File: src/rtl/ccu_chain_pipe.sv
`default_nettype none
// ============================================================================
//  Module   : ccu_chain_pipe
//  Purpose  : Pipelined WIDTH-bit add/sub/inc/dec, one carry register per
//             SEG_WIDTH-bit segment, with input skew and output deskew.
//             Optional macro CCU_CHAIN_PIPE_SATURATE_EN clamps DOUT on OVF.
//  Revision : 1.0  initial release
// ============================================================================
module ccu_chain_pipe #(
    parameter int WIDTH     = 16,
    parameter int SEG_WIDTH = 8   // WIDTH must be a multiple of SEG_WIDTH
) (
    input  logic             CLK,
    input  logic             LSR,
    input  logic             CE,
    input  logic             VALID_IN,
    input  logic [1:0]       OP,
    input  logic [WIDTH-1:0] A,
    input  logic [WIDTH-1:0] B,
    input  logic             CIN,
    output logic [WIDTH-1:0] DOUT,
    output logic             COUT,
    output logic             OVF,
    output logic             VALID_OUT
);

    localparam int LATENCY = WIDTH / SEG_WIDTH;

    localparam logic [1:0] c_op_sub = 2'b01;
    localparam logic [1:0] c_op_inc = 2'b10;
    localparam logic [1:0] c_op_dec = 2'b11;

    logic [WIDTH-1:0] w_x0;
    logic [WIDTH-1:0] w_y0;
    logic             w_c0;

    // Everything reduces to X + Y + c0; subtraction is A + ~B + ~borrow.
    always_comb begin
        w_x0 = A;
        w_y0 = B;
        w_c0 = CIN;
        case (OP)
            c_op_sub: begin
                w_y0 = ~B;
                w_c0 = ~CIN;
            end
            c_op_inc: w_y0 = '0;
            c_op_dec: begin
                w_y0 = '1;
                w_c0 = ~CIN;
            end
            default: ;
        endcase
    end

    for (genvar k = 0; k < LATENCY; k++) begin : g_stage
        localparam int c_lo  = k * SEG_WIDTH;
        localparam int c_rem = WIDTH - c_lo;

        // Operand bits still to be summed (this segment and above), and the
        // result bits already produced (this segment and below).
        logic [c_rem-1:0]          w_x;
        logic [c_rem-1:0]          w_y;
        logic                      w_c_in;
        logic                      w_v_in;
        logic [SEG_WIDTH-1:0]      w_sum;
        logic                      w_c_out;
        logic [c_lo+SEG_WIDTH-1:0] w_s_acc;

        if (k == 0) begin : g_first
            assign w_x     = w_x0;
            assign w_y     = w_y0;
            assign w_c_in  = w_c0;
            assign w_v_in  = VALID_IN;
            assign w_s_acc = w_sum;
        end else begin : g_next
            assign w_x     = g_stage[k-1].g_reg.r_x;
            assign w_y     = g_stage[k-1].g_reg.r_y;
            assign w_c_in  = g_stage[k-1].g_reg.r_c;
            assign w_v_in  = g_stage[k-1].g_reg.r_v;
            assign w_s_acc = {w_sum, g_stage[k-1].g_reg.r_s};
        end

        assign {w_c_out, w_sum} = {1'b0, w_x[SEG_WIDTH-1:0]}
                                + {1'b0, w_y[SEG_WIDTH-1:0]}
                                + {{SEG_WIDTH{1'b0}}, w_c_in};

        if (k < LATENCY - 1) begin : g_reg
            logic [c_rem-SEG_WIDTH-1:0] r_x;
            logic [c_rem-SEG_WIDTH-1:0] r_y;
            logic [c_lo+SEG_WIDTH-1:0]  r_s;
            logic                       r_c;
            logic                       r_v;

            always_ff @(posedge CLK) begin
                if (LSR) begin
                    r_x <= '0;
                    r_y <= '0;
                    r_s <= '0;
                    r_c <= 1'b0;
                    r_v <= 1'b0;
                end else if (CE) begin
                    r_x <= w_x[c_rem-1:SEG_WIDTH];
                    r_y <= w_y[c_rem-1:SEG_WIDTH];
                    r_s <= w_s_acc;
                    r_c <= w_c_out;
                    r_v <= w_v_in;
                end
            end
        end else begin : g_out
            logic             w_ovf;
            logic [WIDTH-1:0] w_res;

            // Same-sign operands with a different-sign result: equivalent to
            // carry-into-MSB XOR carry-out-of-MSB.
            assign w_ovf = (w_x[c_rem-1] == w_y[c_rem-1]) &&
                           (w_sum[SEG_WIDTH-1] != w_x[c_rem-1]);

`ifdef CCU_CHAIN_PIPE_SATURATE_EN
            assign w_res = !w_ovf       ? w_s_acc :
                           w_x[c_rem-1] ? {1'b1, {(WIDTH-1){1'b0}}}
                                        : {1'b0, {(WIDTH-1){1'b1}}};
`else
            assign w_res = w_s_acc;
`endif

            // Result registers load only on valid slots so they hold otherwise.
            always_ff @(posedge CLK) begin
                if (LSR) begin
                    DOUT      <= '0;
                    COUT      <= 1'b0;
                    OVF       <= 1'b0;
                    VALID_OUT <= 1'b0;
                end else if (CE) begin
                    VALID_OUT <= w_v_in;
                    if (w_v_in) begin
                        DOUT <= w_res;
                        COUT <= w_c_out;
                        OVF  <= w_ovf;
                    end
                end
            end
        end
    end

endmodule
`default_nettype wire

File: config.mk
export PLATFORM = sky130hd
export DESIGN_NAME = ccu_chain_pipe
export DESIGN_NICKNAME = d
export VERILOG_FILES = /design/src/rtl/ccu_chain_pipe.sv
export SDC_FILE = /design/constraint.sdc
export NUM_CORES = 1
export LEC_CHECK = 0
export CAP_MARGIN = 20
export CORE_UTILIZATION = 55
export CTS_BUF_LIST = sky130_fd_sc_hd__clkbuf_8
export DETAILED_ROUTE_END_ITERATION = 8
export GPL_ROUTABILITY_DRIVEN = 0
export PLACE_DENSITY = 0.86
export SYNTH_ARGS = -nofsm -noshare
export SYNTH_HDL_FRONTEND = slang
export SYNTH_SLANG_ARGS = --single-unit
File: constraint.sdc
create_clock -name CLK -period 5.15 [get_ports CLK]
set_clock_uncertainty 0.1 [all_clocks]
set_input_delay 1.2875 -clock CLK [delete_from_list [all_inputs] [get_ports CLK]]
set_output_delay 1.2875 -clock CLK [all_outputs]
set_load 0.02 [all_outputs]
=== Word level (Yosys, flattened, before mapping) ===
Cells that the tools add are included.

* Register bits after elaboration: 45
* Input port bits: 39
* Output and inout port bits: 19
* Logic and storage cells: 25

* $add $sub $neg: 4
* Eq/ne operators: 5
* Multiplexer cells: 2
* Bitwise gates (word level): 2
* Reductions and logical operators: 3

{| class="wikitable"
|+ Operators with widths
! cell !! count
|-
| $pmux W16 S3 || 1
|-
| $add A8 B8 Y9 || 2
|-
| $add A9 B1 Y9 || 2
|-
| $not A16 Y16 || 1
|-
| $eq A2 B2 Y1 const B || 2
|-
| $eq A2 B1 Y1 const B || 1
|-
| $reduce_and A2 Y1 || 1
|-
| $reduce_or A2 Y1 || 1
|-
| $eq A1 B1 Y1 || 1
|-
| $logic_and A1 B1 Y1 || 1
|-
| $mux W1 || 1
|-
| $ne A1 B1 Y1 || 1
|-
| $not A1 Y1 || 1
|}

=== Depth between registers and ports, before layout ===
Gate-level depths: netlist of run 1.

* Depth in word-level cells: 4
* Depth in mapped cells: 11
* Mapped depth without buffers: 10

=== Worst setup path after synthesis of run 1 ===
Ideal clock, no wire load.

* Path type: input to register
* Start: input port OP[0]
* End: register g_stage[0].g_reg.r_s[6]
* Arrival time: 3.592 ns
* Data required time: 4.991 ns
* Setup slack: 1.398 ns
* Stages: 11
* Buffers on the path: 2
* Cells stage by stage: buf_2 buf_2 xnor2_1 fa_1 inv_1 fa_1 nor2b_4 o31a_1 o31a_1 a2111oi_1 a31o_1

* Cells in the longest elaborated chain, start to end: 4

{| class="wikitable"
|+ RTL lines
! item !! RTL line !! RTL
|-
| start: declaration || 17 || <nowiki>input logic [1:0] OP,</nowiki>
|-
| $eq A2 B2 Y1 or $eq A2 B1 Y1 (tied branches) || 42 || <nowiki>case (OP)</nowiki>
|-
| $pmux W16 S3 or $reduce_or A2 Y1 (tied branches) || -- ||
|-
| $add A8 B8 Y9 or $mux W1 (tied branches) || -- ||
|-
| $add A9 B1 Y9 (*) || 86 || <nowiki>+ {{SEG_WIDTH{1'b0}}, w_c_in};</nowiki>
|-
| end signal: assignment || 105 || <nowiki>r_s <= w_s_acc;</nowiki>
|-
| end: declaration || 91 || <nowiki>logic [c_lo+SEG_WIDTH-1:0] r_s;</nowiki>
|}

Mark *: on every way between the ends. The rest lies on a longest branch, timed or not.
A chain may end at the register's enable or synchronous reset.

=== Worst setup path after layout of run 1 ===
* Start: input port OP[1]
* End: register g_stage[0].g_reg.r_s[6]

The elaborated chain is that of the path after synthesis.

==> results of run 1 <==
==> power by group through the flow <==
| stage | combinational, W | sequential, W | clock [W] |
|---|---|---|---|
| 3_3_place_gp | 0.000186 | 0.000390 | 0 |
| 4_1_cts | 0.000194 | 0.000383 | 0.000224 |
| 5_1_grt | 0.000215 | 0.000385 | 0.000236 |
| 2_1_floorplan | 0.000126 | 0.000392 | 0 |
| 6_report | 0.000194 | 0.000383 | 0.000219 |
| 3_5_place_dp | 0.000193 | 0.000391 | 0 |
==> worst max-delay path by stage <==
stage	startpoint	to	slack, ns
after detailed placement	OP[1]	g_stage[0].g_reg.r_s[6]	0.82
after CTS	OP[1]	g_stage[0].g_reg.r_s[6]	1.11
final	OP[1]	g_stage[0].g_reg.r_s[6]	1.07
after global placement	OP[1]	g_stage[0].g_reg.r_s[6]	0.92
after floorplan	OP[0]	g_stage[0].g_reg.r_s[6]	1.40
after global routing	OP[1]	g_stage[0].g_reg.r_s[6]	0.88
==> registers in the layout (all words and copies together) (netlist names) <==
register,cells
DOUT,16
g_stage.g_reg.r_c,1
g_stage.g_reg.r_v,1
g_stage.g_reg.r_s,8
g_stage.g_reg.r_x,8
COUT,1
VALID_OUT,1
OVF,1
g_stage.g_reg.r_y,8
==> area by class of cell <==
class / instances / area [µm²] / share of cell area (%)
timing repair buffer: 60 / 593 / 18.9
tap: 50 / 62.6 / 1.99
inverter: 11 / 41.3 / 1.32
clock buffer: 6 / 82.6 / 2.63
clock inverter: 1 / 7.51 / 0.239
sequential: 45 / 901 / 28.7
multi-input combinational: 212 / 1450 / 46.2
==> tightest hold or removal path, stage by stage (launching register included) <==
cell                      delay (ns)
sky130_fd_sc_hd__dfxtp_1        0.31
sky130_fd_sc_hd__nand2_1        0.05
sky130_fd_sc_hd__a21oi_1        0.05
==> layer usage <==
metal / up-vias / track usage [%]
met5: - / 0
met4: 0 / 8.16
met3: 8 / 4.77
met2: 74 / 41.9
met1: 1004 / 30.0
li1: 1087 / -
==> stage by stage <==
stage,instances,cell area [µm²]
final,385,3140
after global placement,378,3050
after floorplan,284,2460
after detailed placement,378,3050
after CTS,385,3140
after global routing,385,3140
==> cells by family (layout without fill, tap and decap cells) <==
kind of cell / Yosys count / in the layout / synth area share (%)
AOI/OAI and AO/OA: 63 / 63 / 16.9
buffers and inverters: 27 / 78 / 4.42
DFF: 45 / 45 / 36.6
adders and majority gates: 18 / 18 / 10.4
muxes: 12 / 12 / 4.93
and+or+nand+nor: 99 / 99 / 19.6
xor gates and xnor gates: 20 / 20 / 7.12
==> synth_stat cells (2+ instances only) <==
library cell                n  area share (%)
sky130_fd_sc_hd__nand2_1   25             3.8
sky130_fd_sc_hd__nor4b_1    2            0.71
sky130_fd_sc_hd__a31oi_1    2            0.51
sky130_fd_sc_hd__dfxtp_1   45              37
sky130_fd_sc_hd__xor2_1     3             1.1
sky130_fd_sc_hd__nor2b_1   10             2.5
sky130_fd_sc_hd__a21o_1     4             1.2
sky130_fd_sc_hd__mux2i_1   11             4.5
sky130_fd_sc_hd__fa_1       4             3.3
sky130_fd_sc_hd__o211ai_1   2            0.61
sky130_fd_sc_hd__clkbuf_1  11             1.7
sky130_fd_sc_hd__ha_1      14             7.1
sky130_fd_sc_hd__a21oi_1   21             4.3
sky130_fd_sc_hd__xnor2_1   17             6.0
sky130_fd_sc_hd__a311o_1    2            0.81
sky130_fd_sc_hd__inv_1     10             1.5
sky130_fd_sc_hd__nand3_1    4            0.81
sky130_fd_sc_hd__nor3_1     7             1.4
sky130_fd_sc_hd__nand2b_1   8             2.0
sky130_fd_sc_hd__o31a_1     3             1.1
sky130_fd_sc_hd__o21a_1     4             1.2
sky130_fd_sc_hd__a211oi_1  13             4.0
sky130_fd_sc_hd__buf_2      3            0.61
sky130_fd_sc_hd__o21ai_0    6             1.2
sky130_fd_sc_hd__nor2_1    32             4.9
sky130_fd_sc_hd__nor4_1     2            0.51
==> tab_implementation.tex, run 1 <==
\begin{tabular}{lr}
\hline
Metric & Value \\
\hline
\multicolumn{2}{l}{\textbf{Status}} \\
Status & finished clean \\
\multicolumn{2}{l}{\textbf{STA}} \\
Unrepaired setup endpoints after global routing & no \\
Final hold violation count & 0 \\
Final number of max-transition violations & 0 \\
Post-route worst hold slack & roughly 0.35 ns \\
Worst setup slack after layout & approximately 1.1 ns \\
Final min period & 4.08 ns \\
FMAX & about 250 MHz \\
Final clock period utilization by the worst path & 79.2\% \\
Setup-failing EPs final & 0 \\
Headroom to the max-slew limit & between 40\% and 50\% \\
Worst Max-Slew Pin Slew & $\sim$0.8 ns \\
Setup TNS & 0 ns \\
\multicolumn{2}{l}{\textbf{Clock network}} \\
Number of gates resized after CTS & 0 \\
Clock latency at the later pin of the worst-skew pair & between 0.2 and 0.3 ns \\
CTS tree & yes \\
Buffer levels on the longest clock path & 2 \\
H-tree levels & 2 \\
Cts bufs inserted & 5 \\
Clock-pin slew on the worst setup and hold paths & 0.08 ns \\
CTS sink count & 45 \\
Total setup buffers inserted after CTS & 0 \\
Quantity of hold-fixing buffers added after cts & 0 \\
Root buffer cell & sky130\_fd\_sc\_hd\_\_clkbuf\_8 \\
\multicolumn{2}{l}{\textbf{Power}} \\
PnR Total Power & around 0.0008 W \\
Pint & 0.000574 W \\
Total leakage power & between 1 and 1.5 nW \\
Reported net switching power & $\sim$0.00022 W \\
Peak ir drop on the vdd network & between 0.1 and 0.15 mV \\
Switching power share of the total & approximately 28\% \\
Sequential share of power & about half \\
Relative contribution of the clock network to total power & roughly 28\% \\
Areal power density over the cells & roughly 250 nW/µm² \\
Power share of the combinational group & 24.4\% \\
\multicolumn{2}{l}{\textbf{Floorplan}} \\
Die Y-Extent & 68.9 µm \\
Floorplan row count & 23 \\
Starting density of the core & 59.4\% \\
Area of the die & between 4000 and 5000 µm² \\
Core Area & roughly 4100 µm² \\
Total I/O pin count & just under 60 \\
Die W & roughly 69 µm \\
\multicolumn{2}{l}{\textbf{Global route}} \\
Maximum number of pins on one net before global-route repair & 37 \\
Via count of the first global-routing pass & between 1.5k and 2k \\
Global-route wire length before repair & 8.44 mm \\
Initial antenna violation count & 0 \\
Overall global routing resource usage & approximately 24\% \\
Grt total ovfl & 0 \\
\multicolumn{2}{l}{\textbf{Placement}} \\
Detailed placer's ending HPWL & a little under 4 mm \\
Count of input and output buffers & 57 \\
Placement-stage worst setup slack & about 0.82 ns \\
\multicolumn{2}{l}{\textbf{Setup path}} \\
Type of destination of the critical path & flip-flop \\
Critical path peak fanout & 16 \\
Arrival @ worst endpoint & between 4 and 5 ns \\
Highest-delay cell along the critical path & sky130\_fd\_sc\_hd\_\_clkdlybuf4s50\_1 \\
Cell count of the worst reg-to-reg path & 8 \\
Worst R2R Start & g\_stage[0].g\_reg.r\_x[0] \\
Crit start category & input pin \\
Buffers and inverters on the worst path & 2 \\
Worst Path Required & approximately 5.3 ns \\
Top Family by Delay on Critical Path & compound AO/OA/AOI/OAI gates \\
Critical R2R Capture & DOUT[14] \\
Type of the worst setup path & input pin to flip-flop \\
Ordered cell list for the critical path & clkdlybuf4s50\_1 -> nand2b\_1 -> xnor2\_1 -> fa\_1 -> inv\_1 -> fa\_1 -> nor2b\_4 -> o31a\_1 -> o31a\_1 -> a2111oi\_1 -> a31o\_1 \\
Critical path depth in cells & 11 \\
Slack of the worst reg-to-reg path & between 2 and 3 ns \\
Slowest Stage Delay on Critical Path & between 0.6 and 0.7 ns \\
\multicolumn{2}{l}{\textbf{Route}} \\
Total met2 wirelength after detailed routing & between 2 and 3 mm \\
Drt via density & between 5 and 6 \\
Initial drt markers & about 170 \\
Total via count after detailed routing & $\sim$2.2k \\
DR WL/cell & 13.6 µm \\
Met1 wire length & 2.32 mm \\
Top sig layer & met4 \\
Final wirelength & about 5.2 mm \\
TritonRoute pass-1 iters & 6 \\
Post-route DRC violation count & 0 \\
Number of nets with antenna violations after routing & 0 \\
Metal3 WL & between 200 and 300 µm \\
\multicolumn{2}{l}{\textbf{Cells and area}} \\
Final net count & a little under 400 \\
Top library cells by usage in the layout, fill and taps aside & sky130\_fd\_sc\_hd\_\_clkdlybuf4s50\_1 (57), sky130\_fd\_sc\_hd\_\_dfxtp\_1 (45), sky130\_fd\_sc\_hd\_\_nor2\_1 (32) \\
Commonest non-fill, non-tap cell in the layout & sky130\_fd\_sc\_hd\_\_clkdlybuf4s50\_1 \\
Number of filler cells placed in the layout & about 330 \\
Area growth syn-to-layout & 27.6\% \\
Final core area utilization & between 70\% and 80\% \\
Fraction of final layout cells with drive strength greater than 1 & $\sim$4.5\% \\
Antenna diode instance count & 0 \\
\multicolumn{2}{l}{\textbf{Yosys}} \\
Post-synth net total & approximately 340 \\
Mean Syn Cell Area & approximately 8.7 µm² \\
Synthesis Warnings & 0 \\
Number of synthesized flops with an enable pin & 0 \\
Number of distinct library cells after synthesis & 45 \\
Part of the Yosys area used for sequential elements & between 30 and 40\% \\
Share of async-settable or async-resettable flops after synthesis & 0\% \\
Number of register bits inferred by synthesis & 45 \\
Post-synthesis instance area & between 2000 and 2500 µm² \\
Post-synthesis cell count & about 280 \\
Commonest register cell after synthesis & sky130\_fd\_sc\_hd\_\_dfxtp\_1 \\
\multicolumn{2}{l}{\textbf{Min path}} \\
Source of the worst hold timing path & DOUT[11] \\
Cell depth of the worst min-delay path & 2 \\
Capture endpoint of the worst hold path & DOUT[11] \\
Class of the tightest hold or removal check & flip-flop to flip-flop \\
\multicolumn{2}{l}{\textbf{Flow run}} \\
Max-capacitance violation count & 0 \\
\hline
\end{tabular}
Note: power is estimated with default switching activity, not from simulation.
==> run 2: changes to the inputs <==
--- a/config.mk
+++ b/config.mk
@@ -6,11 +6,11 @@
 export NUM_CORES = 1
 export LEC_CHECK = 0
 export CAP_MARGIN = 20
-export CORE_UTILIZATION = 55
+export CORE_UTILIZATION = 52
 export CTS_BUF_LIST = sky130_fd_sc_hd__clkbuf_8
 export DETAILED_ROUTE_END_ITERATION = 8
 export GPL_ROUTABILITY_DRIVEN = 0
-export PLACE_DENSITY = 0.86
+export PLACE_DENSITY = 0.82
 export SYNTH_ARGS = -nofsm -noshare
 export SYNTH_HDL_FRONTEND = slang
 export SYNTH_SLANG_ARGS = --single-unit
==> constraint.sdc (replaced) <==
create_clock -name CLK -period 3.8 [get_ports CLK]
set_clock_uncertainty 0.1 [all_clocks]
set_input_delay 0.95 -clock CLK [delete_from_list [all_inputs] [get_ports CLK]]
set_output_delay 0.95 -clock CLK [all_outputs]
set_load 0.02 [all_outputs]
==> tab_implementation.tex, run 2 (synthesis results as in run 1) <==
\begin{tabular}{lr}
\hline
Metric & Value \\
\hline
\multicolumn{2}{l}{\textbf{Setup path}} \\
Cell count of the worst reg-to-reg path & 8 (unchanged) \\
Buffers and inverters on the worst path & 2 (unchanged) \\
Worst Path Required & 3.95 ns (-1.34 ns) \\
Type of the worst setup path & input pin to flip-flop \\
Slack of the worst reg-to-reg path & 1.37 ns (-1.37 ns) \\
Crit start category & input pin \\
Critical path peak fanout & 3 (-13) \\
Highest-delay cell along the critical path & sky130\_fd\_sc\_hd\_\_a2111oi\_1 \\
Type of destination of the critical path & flip-flop \\
Slowest Stage Delay on Critical Path & 0.44 ns (-0.17 ns) \\
Ordered cell list for the critical path & clkdlybuf4s50\_1 -> nand2b\_1 -> xnor2\_1 -> fa\_1 -> inv\_1 -> fa\_1 -> nor2b\_4 -> o31a\_1 -> o31a\_1 -> a2111oi\_1 -> a31o\_1 \\
Worst R2R Start & g\_stage[0].g\_reg.r\_x[0] \\
Top Family by Delay on Critical Path & compound AO/OA/AOI/OAI gates \\
Critical R2R Capture & DOUT[14] \\
Arrival @ worst endpoint & 3.58 ns (-0.64 ns) \\
Critical path depth in cells & 11 (unchanged) \\
\multicolumn{2}{l}{\textbf{Flow run}} \\
Max-capacitance violation count & 0 (unchanged) \\
\multicolumn{2}{l}{\textbf{Cells and area}} \\
Area growth syn-to-layout & 29.8\% \\
Fraction of final layout cells with drive strength greater than 1 & 5.60\% (+1.1 points) \\
Commonest non-fill, non-tap cell in the layout & sky130\_fd\_sc\_hd\_\_clkdlybuf4s50\_1 \\
Largest reg by FF count & DOUT \\
Number of filler cells placed in the layout & 373 (+14\%) \\
Final net count & 395 (+0.77\%) \\
Number of flip-flops in the largest register & 16 (unchanged) \\
Antenna diode instance count & 0 (unchanged) \\
Top library cells by usage in the layout, fill and taps aside & sky130\_fd\_sc\_hd\_\_clkdlybuf4s50\_1 (57), sky130\_fd\_sc\_hd\_\_dfxtp\_1 (45), sky130\_fd\_sc\_hd\_\_nor2\_1 (32) \\
\multicolumn{2}{l}{\textbf{Route}} \\
TritonRoute pass-1 iters & 6 (unchanged) \\
Final wirelength & 5.27 mm (+0.75\%) \\
Drt via density & 5.44 (-3.6\%) \\
DR WL/cell & 13.5 µm (-0.80\%) \\
Number of nets with antenna violations after routing & 0 (unchanged) \\
Post-route DRC violation count & 8 (+8) \\
Initial drt markers & 101 (-40\%) \\
Total via count after detailed routing & 2,127 (-2.1\%) \\
\multicolumn{2}{l}{\textbf{Floorplan}} \\
Die W & 70.8 µm (+2.8\%) \\
Floorplan row count & 24 (+4.3\%) \\
Total I/O pin count & 58 (unchanged) \\
Die Y-Extent & 70.8 µm (+2.8\%) \\
Area of the die & 5010 µm² (+5.6\%) \\
Starting density of the core & 55.4\% (-4.0 points) \\
Core Area & 4440 µm² (+7.2\%) \\
\multicolumn{2}{l}{\textbf{Status}} \\
Failing checks & design-rule violations \\
Status & complete, but fails checks \\
\multicolumn{2}{l}{\textbf{Clock network}} \\
Clock-pin slew on the worst setup and hold paths & 0.09 ns (about the same) \\
Quantity of hold-fixing buffers added after cts & 0 (unchanged) \\
Total setup buffers inserted after CTS & 0 (unchanged) \\
H-tree levels & 2 (unchanged) \\
Buffer levels on the longest clock path & 2 (unchanged) \\
Number of gates resized after CTS & 0 (unchanged) \\
Clock latency at the later pin of the worst-skew pair & 0.31 ns (+0.02 ns) \\
Root buffer cell & sky130\_fd\_sc\_hd\_\_clkbuf\_8 \\
CTS sink count & 45 (unchanged) \\
Cts bufs inserted & 5 (unchanged) \\
CTS tree & yes \\
\multicolumn{2}{l}{\textbf{STA}} \\
Final hold violation count & 0 (unchanged) \\
Final number of max-transition violations & 0 (unchanged) \\
FMAX & around 300 MHz \\
Unrepaired setup endpoints after global routing & no \\
Worst Max-Slew Pin Slew & 0.768 ns (-0.0324 ns) \\
Setup-failing EPs final & 0 (unchanged) \\
Setup TNS & 0 ns (unchanged) \\
Worst setup slack after layout & 0.373 ns (-0.699 ns) \\
Headroom to the max-slew limit & 48.6\% (+2.1 points) \\
Final clock period utilization by the worst path & 90.2\% \\
Final min period & about 3.4 ns \\
\multicolumn{2}{l}{\textbf{Min path}} \\
Class of the tightest hold or removal check & flip-flop to flip-flop \\
Cell depth of the worst min-delay path & 2 (unchanged) \\
Capture endpoint of the worst hold path & DOUT[11] \\
Source of the worst hold timing path & DOUT[11] \\
\multicolumn{2}{l}{\textbf{Global route}} \\
Overall global routing resource usage & 22.7\% (-1.6 points) \\
Initial antenna violation count & 0 (unchanged) \\
Maximum number of pins on one net before global-route repair & 31 (-16\%) \\
Via count of the first global-routing pass & 2,057 (+8.6\%) \\
Grt total ovfl & 0 (unchanged) \\
Global-route wire length before repair & 9.00 mm (+6.7\%) \\
\multicolumn{2}{l}{\textbf{Placement}} \\
Count of input and output buffers & 57 (unchanged) \\
Detailed placer's ending HPWL & 3.90 mm (-0.85\%) \\
Placement-stage worst setup slack & 0.0956 ns (-0.725 ns) \\
\multicolumn{2}{l}{\textbf{Power}} \\
Peak ir drop on the vdd network & 0.160 mV (+56\%) \\
Areal power density over the cells & 365 nW/µm² (+44\%) \\
Total leakage power & 1.26 nW (+2.3\%) \\
\hline
\end{tabular}
-- run 2: changes by cell type in the layout (fill, tap and decap cells not counted) --
cell,before,now
sky130_fd_sc_hd__buf_4,3,6
sky130_fd_sc_hd__bufinv_16,0,1
-- run 2: report_power, final --
part           internal (W)  switching (W)  total [W]  leakage [nW]
clock network      0.000214       0.000169   0.000383        0.0574
registers          0.000501      0.0000178   0.000519         0.369
logic              0.000135       0.000129   0.000264         0.833
-- run 2: through the flow --
step / power (W) / cell area [µm²] / cells / hold WS (ns) / utilization [%]
after floorplan: 0.000702 / 2460 / 284 / 0.331 / -
after CTS: 0.00117 / 3190 / 391 / 0.355 / 71.9
after global routing: 0.00122 / 3190 / 391 / 0.377 / 71.9
final: 0.00117 / 3190 / 391 / 0.355 / 71.9
after detailed placement: 0.000792 / 3070 / 383 / 0.344 / 69.2
after global placement: 0.000783 / 3070 / 383 / 0.340 / 69.2
-- run 2: worst min-delay path, delay by kind of cell (launching register included) --
kind               cells  cell delay [ns]
AOI/OAI and AO/OA      1             0.05
and+or+nand+nor        1             0.05
DFF                    1             0.32
-- run 2: worst max path at each step --
stage,startpoint,end,slack [ns]
global placement,OP[1],g_stage[0].g_reg.r_s[6],0.17
floorplan,OP[0],g_stage[0].g_reg.r_s[6],0.39
global route,OP[1],g_stage[0].g_reg.r_s[6],0.21
CTS,OP[1],g_stage[0].g_reg.r_s[6],0.37
finish,OP[1],g_stage[0].g_reg.r_s[6],0.37
detailed placement,OP[1],g_stage[0].g_reg.r_s[6],0.1
-- run 2: area by class of cell --
cell class | instances | area [µm²] | area share, %
Clock inverter | 2 | 37.5 | 1.18
Clock buffer | 6 | 82.6 | 2.59
Inverter | 11 | 41.3 | 1.29
Multi-Input combinational cell | 212 | 1450 | 45.4
Tap cell | 52 | 65.1 | 2.04
Sequential cell | 45 | 901 | 28.2
Timing Repair Buffer | 63 | 616 | 19.3
-- run 2: routing by layer --
layer / share of wire [%] / GRT usage [%] / vias up
met4: 1.9 / 9.33 / 0
li1: - / - / 1089
met3: 4.4 / 2.99 / 9
met1: 46 / 28.8 / 965
met5: 0 / 0 / -
met2: 48 / 39.1 / 64
